==> config.mk <==
export PLATFORM = sky130hd
export DESIGN_NAME = instr_encoder_loader
export DESIGN_NICKNAME = d
export VERILOG_FILES = /design/src/rtl/instr_encoder_loader.sv
export SDC_FILE = /design/constraint.sdc
export NUM_CORES = 1
export LEC_CHECK = 0
export BUFFER_PORTS_ARGS = -buffer_cell sky130_fd_sc_hd__buf_2
export CAP_MARGIN = 20
export CELL_PAD_IN_SITES_DETAIL_PLACEMENT = 1
export CELL_PAD_IN_SITES_GLOBAL_PLACEMENT = 1
export CORE_MARGIN = 3
export CORE_UTILIZATION = 39
export DETAILED_ROUTE_END_ITERATION = 10
export PLACE_DENSITY = 0.95
export SLEW_MARGIN = 20
export SYNTH_ARGS = -nofsm -noshare
export SYNTH_HDL_FRONTEND = slang
export SYNTH_SLANG_ARGS = --single-unit
export TNS_END_PERCENT = 10
==> constraint.sdc <==
create_clock -name clk -period 4.4 [get_ports clk]
set_clock_uncertainty 0.2 [all_clocks]
set_input_delay 0.44 -clock clk [delete_from_list [all_inputs] [get_ports clk]]
set_output_delay 0.44 -clock clk [all_outputs]
set_load 0.05 [all_outputs]
==> src/rtl/instr_encoder_loader.sv <==
// Encodes field-level instruction descriptors into 32-bit ARM words and streams them into imem.
// Defining INSTR_ENCODER_LOADER_CHECKSUM_EN adds a running XOR checksum of all written words.
module instr_encoder_loader #(
    parameter int ADDR_WIDTH = 6,
    parameter int BASE_ADDR  = 0
) (
    input  logic                  clk,
    input  logic                  reset,
    input  logic                  start,
    input  logic                  desc_valid,
    output logic                  desc_ready,
    input  logic                  desc_last,
    input  logic [3:0]            desc_cond,
    input  logic [1:0]            desc_op,
    input  logic                  desc_mul,
    input  logic [5:0]            desc_funct,
    input  logic [3:0]            desc_rn,
    input  logic [3:0]            desc_rd,
    input  logic [11:0]           desc_src2,
    input  logic [23:0]           desc_imm24,
    output logic                  imem_we,
    output logic [ADDR_WIDTH-1:0] imem_addr,
    output logic [31:0]           imem_wdata,
    output logic                  busy,
    output logic                  done,
    output logic                  cpu_run,
    output logic                  err_illegal,
    output logic                  err_overflow,
    output logic [ADDR_WIDTH:0]   word_count
`ifdef INSTR_ENCODER_LOADER_CHECKSUM_EN
    ,
    output logic [31:0]           checksum
`endif
);

    localparam int DEPTH = 1 << ADDR_WIDTH;
    localparam logic [ADDR_WIDTH-1:0] BASE_PTR = ADDR_WIDTH'(BASE_ADDR % DEPTH);
    localparam logic [ADDR_WIDTH-1:0] LAST_PTR = ADDR_WIDTH'((BASE_ADDR + DEPTH - 1) % DEPTH);

    typedef enum logic [1:0] {IDLE, LOAD, DRAIN, DONE} state_t;

    state_t                state, next_state;
    logic [ADDR_WIDTH-1:0] pointer;
    logic [31:0]           enc_word;
    logic                  accept, legal, at_last_slot, session_start;

    assign accept        = desc_valid && (state == LOAD);
    assign legal         = (desc_op != 2'b11);
    assign at_last_slot  = (pointer == LAST_PTR);
    assign session_start = start && ((state == IDLE) || (state == DONE));

    always_comb begin
        enc_word = '0;
        case (desc_op)
            2'b00: enc_word = desc_mul
                ? {desc_cond, 2'b00, desc_funct, desc_rd, desc_rn, desc_src2[11:8], 4'b1001, desc_src2[3:0]}
                : {desc_cond, 2'b00, desc_funct, desc_rn, desc_rd, desc_src2};
            2'b01: enc_word = {desc_cond, 2'b01, desc_funct, desc_rn, desc_rd, desc_src2};
            2'b10: enc_word = {desc_cond, 2'b10, desc_funct[5:4], desc_imm24};
            default: enc_word = '0;
        endcase
    end

    // NOTE: every signal gets a default before the case so no path can infer a latch.
    always_comb begin
        next_state = state;
        desc_ready = 1'b0;
        busy       = 1'b0;
        done       = 1'b0;
        cpu_run    = 1'b0;
        case (state)
            IDLE: if (start) next_state = LOAD;
            LOAD: begin
                desc_ready = 1'b1;
                busy       = 1'b1;
                // A last descriptor or the write into the final slot closes the session.
                if (desc_valid && (desc_last || (legal && at_last_slot))) next_state = DRAIN;
            end
            DRAIN: begin
                busy       = 1'b1;
                next_state = DONE;
            end
            DONE: begin
                done    = 1'b1;
                cpu_run = !err_illegal && !err_overflow;
                if (start) next_state = LOAD;
            end
            default: next_state = IDLE;
        endcase
    end

    // NOTE: registers use non-blocking assignments so every flop samples pre-edge values.
    always_ff @(posedge clk or negedge reset) begin
        if (!reset) state <= IDLE;
        else        state <= next_state;
    end

    always_ff @(posedge clk or negedge reset) begin
        if (!reset) begin
            pointer      <= BASE_PTR;
            imem_we      <= 1'b0;
            imem_addr    <= '0;
            imem_wdata   <= '0;
            word_count   <= '0;
            err_illegal  <= 1'b0;
            err_overflow <= 1'b0;
`ifdef INSTR_ENCODER_LOADER_CHECKSUM_EN
            checksum     <= '0;
`endif
        end else if (session_start) begin
            pointer      <= BASE_PTR;
            imem_we      <= 1'b0;
            word_count   <= '0;
            err_illegal  <= 1'b0;
            err_overflow <= 1'b0;
`ifdef INSTR_ENCODER_LOADER_CHECKSUM_EN
            checksum     <= '0;
`endif
        end else begin
            imem_we <= accept && legal;
            if (accept && legal) begin
                imem_addr  <= pointer;
                imem_wdata <= enc_word;
                pointer    <= pointer + ADDR_WIDTH'(1);
                if (at_last_slot && !desc_last) err_overflow <= 1'b1;
            end
            if (accept && !legal) err_illegal <= 1'b1;
            // Count and checksum follow the write itself, so they settle as DONE is entered.
            if (imem_we) begin
                word_count <= word_count + (ADDR_WIDTH+1)'(1);
`ifdef INSTR_ENCODER_LOADER_CHECKSUM_EN
                checksum   <= checksum ^ imem_wdata;
`endif
            end
        end
    end

endmodule

==> flow_metrics.tcl <==
set metrics [dict create \
    finalNetCount 414 \
    p_total_mw 2.48 \
    setup_viol 0 \
    fin_tns_setup_ns 0 \
    status "finished, final reports clean" \
    die-area_sq_um 8060 \
    core_area_sq_um 6570 \
    finalHoldViolCount 0 \
    cts_tree "done" \
    die_x_um 89.8 \
    worstSetupPathType "reg2reg" \
    cts_root_buf "clkbuf_8" \
    wire_per_inst_um 16.4 \
    p_leak_nw 1.83 \
    syn_nets 303 \
    vias 2241 \
    vias_per_cell 5.07 \
    synth_cell_types 41 \
    fillerInstances 758 \
    cts_sinks 56 \
    hpwl_mm 5.48 \
    hp-class "in2async" \
    power.density_nw_per_um2 713 \
    clk_latency_ns 0.30 \
    antenna_found_initial 0 \
    grt.total_usage_pct 17.8 \
    maxCapViolations 0 \
    yosysWarnings 0 \
    htreeDepth 2 \
    antenna_cells 0 \
    layout_common_cells "113 x buf_2, 56 x dfrtp_1, 29 x mux2_2, 18 x inv_1, 16 x nand2_1" \
    grt_pass1_wl_mm 11.8 \
    drc_errors 0 \
    min_period_over_period_pct 58.1 \
    ant_nets 0 \
    synthToLayoutAreaGrowth_pct 27.3 \
    cp-start-kind "flop" \
    numCtsBuffers 5 \
    cp_max_fo 25 \
    fin_ws_ns 1.84 \
    netlist_instances 237 \
    place_ws_ns 1.55 \
    routabilityCongestion 0.783 \
    layout_commonest_cell "buf_2" \
    cp_data_required_time_ns 4.40 \
    synth_area_per_cell_sq_um 11.5 \
    max_freq_ghz 0.391 \
    grt_max_degree 57 \
    slew_headroom_pct 43.8 \
    rows 29 \
    die_h_um 89.8 \
    postCtsSetupBuffers 0 \
    crit_path_end_kind "flop" \
    start_util_pct 41.7 \
    holdBufCountCts 0 \
    port_buffers 113 \
    post-place-cells 433 \
    slew_violations 0 \
    ioPinCount 114 \
    first_global_vias 2410 \
    drtIter0Drc 72 \
    final_cells 442 \
    finalCriticalPeriod_ns 2.56 \
    ir_worst_vdd_mv 0.328 \
    path_clk_slew_ns 0.09 \
    ys_ff_latch 56 \
    dr.pass1.iters 4 \
    syn_area_sq_um 2740 \
    rsz0062_at_grt "no" \
    layout-drive-gt1-share_pct 47.6 \
    critical_path_arrival_ns 2.55 \
    wirelength_mm 7.24 \
    rr_worst_depth 7 \
    post_cts_resized 0 \
    gr-total-overflow 0 \
    ys_seq_area_share_pct 51.2 \
    clockBufferDepth 2 \
    tightest_slew_ns 0.843 \
]
==> final cells by class <==
class,instances,area (sq um),share of cell area (%)
Timing Repair Buffer,115,593,17.0
Multi-Input combinational cell,152,1200,34.4
Sequential cell,56,1400,40.2
Tap cell,93,116,3.34
Clock buffer,6,72.6,2.08
Clock inverter,2,35.0,1.01
Inverter,18,67.6,1.94
==> path summary, 6_finish.rpt <==
path	from	endpoint	slack, ns
min in group clk	desc_funct[4]	imem_wdata[24]	0.16
worst min-delay path	reset	imem_wdata[10]	0.06
worst max register to register	state[1]	imem_wdata[22]	1.84
max in group asynchronous	reset	imem_addr[5]	3.48
worst max-delay path	state[1]	imem_wdata[22]	1.84
worst min register to register	imem_wdata[10]	imem_wdata[10]	0.31
==> cells in the mapped netlist <==
master / number / area (sq um)
dfrtp_1: 56 / 1400
mux2_2: 29 / 327
inv_1: 18 / 67.6
nand2_1: 16 / 60.1
nor2_1: 14 / 52.6
o21ai_0: 12 / 60.1
mux2_4: 9 / 135
a22oi_1: 8 / 60.1
o2bb2ai_1: 8 / 70.1
xor2_1: 8 / 70.1
nand4_1: 6 / 37.5
a21oi_1: 5 / 25.0
clkbuf_1: 4 / 15.0
ha_1: 4 / 50.1
and3_1: 3 / 18.8
a21o_1: 2 / 15.0
a22o_1: 2 / 17.5
a31oi_1: 2 / 12.5
and2_1: 2 / 12.5
and2_4: 2 / 17.5
buf_2: 2 / 10.0
buf_4: 2 / 15.0
mux2i_1: 2 / 20.0
nor3b_1: 2 / 15.0
o22ai_1: 2 / 12.5
xnor2_1: 2 / 17.5
a2bb2oi_1: 1 / 8.76
a31o_2: 1 / 8.76
and2b_1: 1 / 7.51
and4_1: 1 / 8.76
buf_1: 1 / 3.75
buf_6: 1 / 11.3
buf_8: 1 / 15.0
nand2_2: 1 / 6.26
nand3_1: 1 / 5.00
nor2_2: 1 / 6.26
nor2b_1: 1 / 6.26
nor2b_4: 1 / 13.8
o21ai_1: 1 / 5.00
o221ai_1: 1 / 8.76
or3_1: 1 / 6.26
==> through the flow <==
stage	util [%]	instance area (sq um)	hold WS, ns
after floorplan	-	2740	-0.0556
after global placement	51.1	3360	0.287
after detailed placement	51.1	3360	0.294
after CTS	52.7	3460	0.0840
after global routing	53.0	3480	0.122
final	53.0	3480	0.0585
==> power breakdown <==
part / switching, mW / total [mW] / internal, mW
clock network: 0.160 / 0.330 / 0.169
logic: 0.954 / 1.35 / 0.400
registers: 0.112 / 0.801 / 0.688
==> cells by family after synthesis <==
kind of cell | Yosys count | share of synthesized area, %
compound gates | 45 | 11.1
xor+xnor | 10 | 3.20
fa+ha+maj | 4 | 1.83
buf+inv | 29 | 5.03
flops | 56 | 51.2
mux | 40 | 17.6
simple gates | 53 | 10.0
==> layer usage <==
metal | share of wire, % | wire [um] | track usage (%) | vias up
met5 | 0 | 0 | 0 | -
met4 | 1.7 | 123 | 4.85 | 0
met3 | 6.4 | 460 | 4.51 | 11
met2 | 52 | 3790 | 32.6 | 81
met1 | 40 | 2870 | 20.5 | 1101
li1 | - | - | - | 1048
==> flip-flops by register name, summed over array words and instances (netlist names) <==
signal        cells
word_count        7
imem_we           1
err_illegal       1
err_overflow      1
imem_addr         6
state             2
pointer           6
imem_wdata       32
==> critical path, cell delays in order (launching register included) <==
cell and delay [ns]:
dfrtp_1 0.39, inv_1 0.06, ha_1 0.33, inv_1 0.10, nor2_2 0.57, nor2b_4 0.23, buf_12 0.24, mux2_4 0.31
Note: power is estimated with default switching activity, not from simulation.
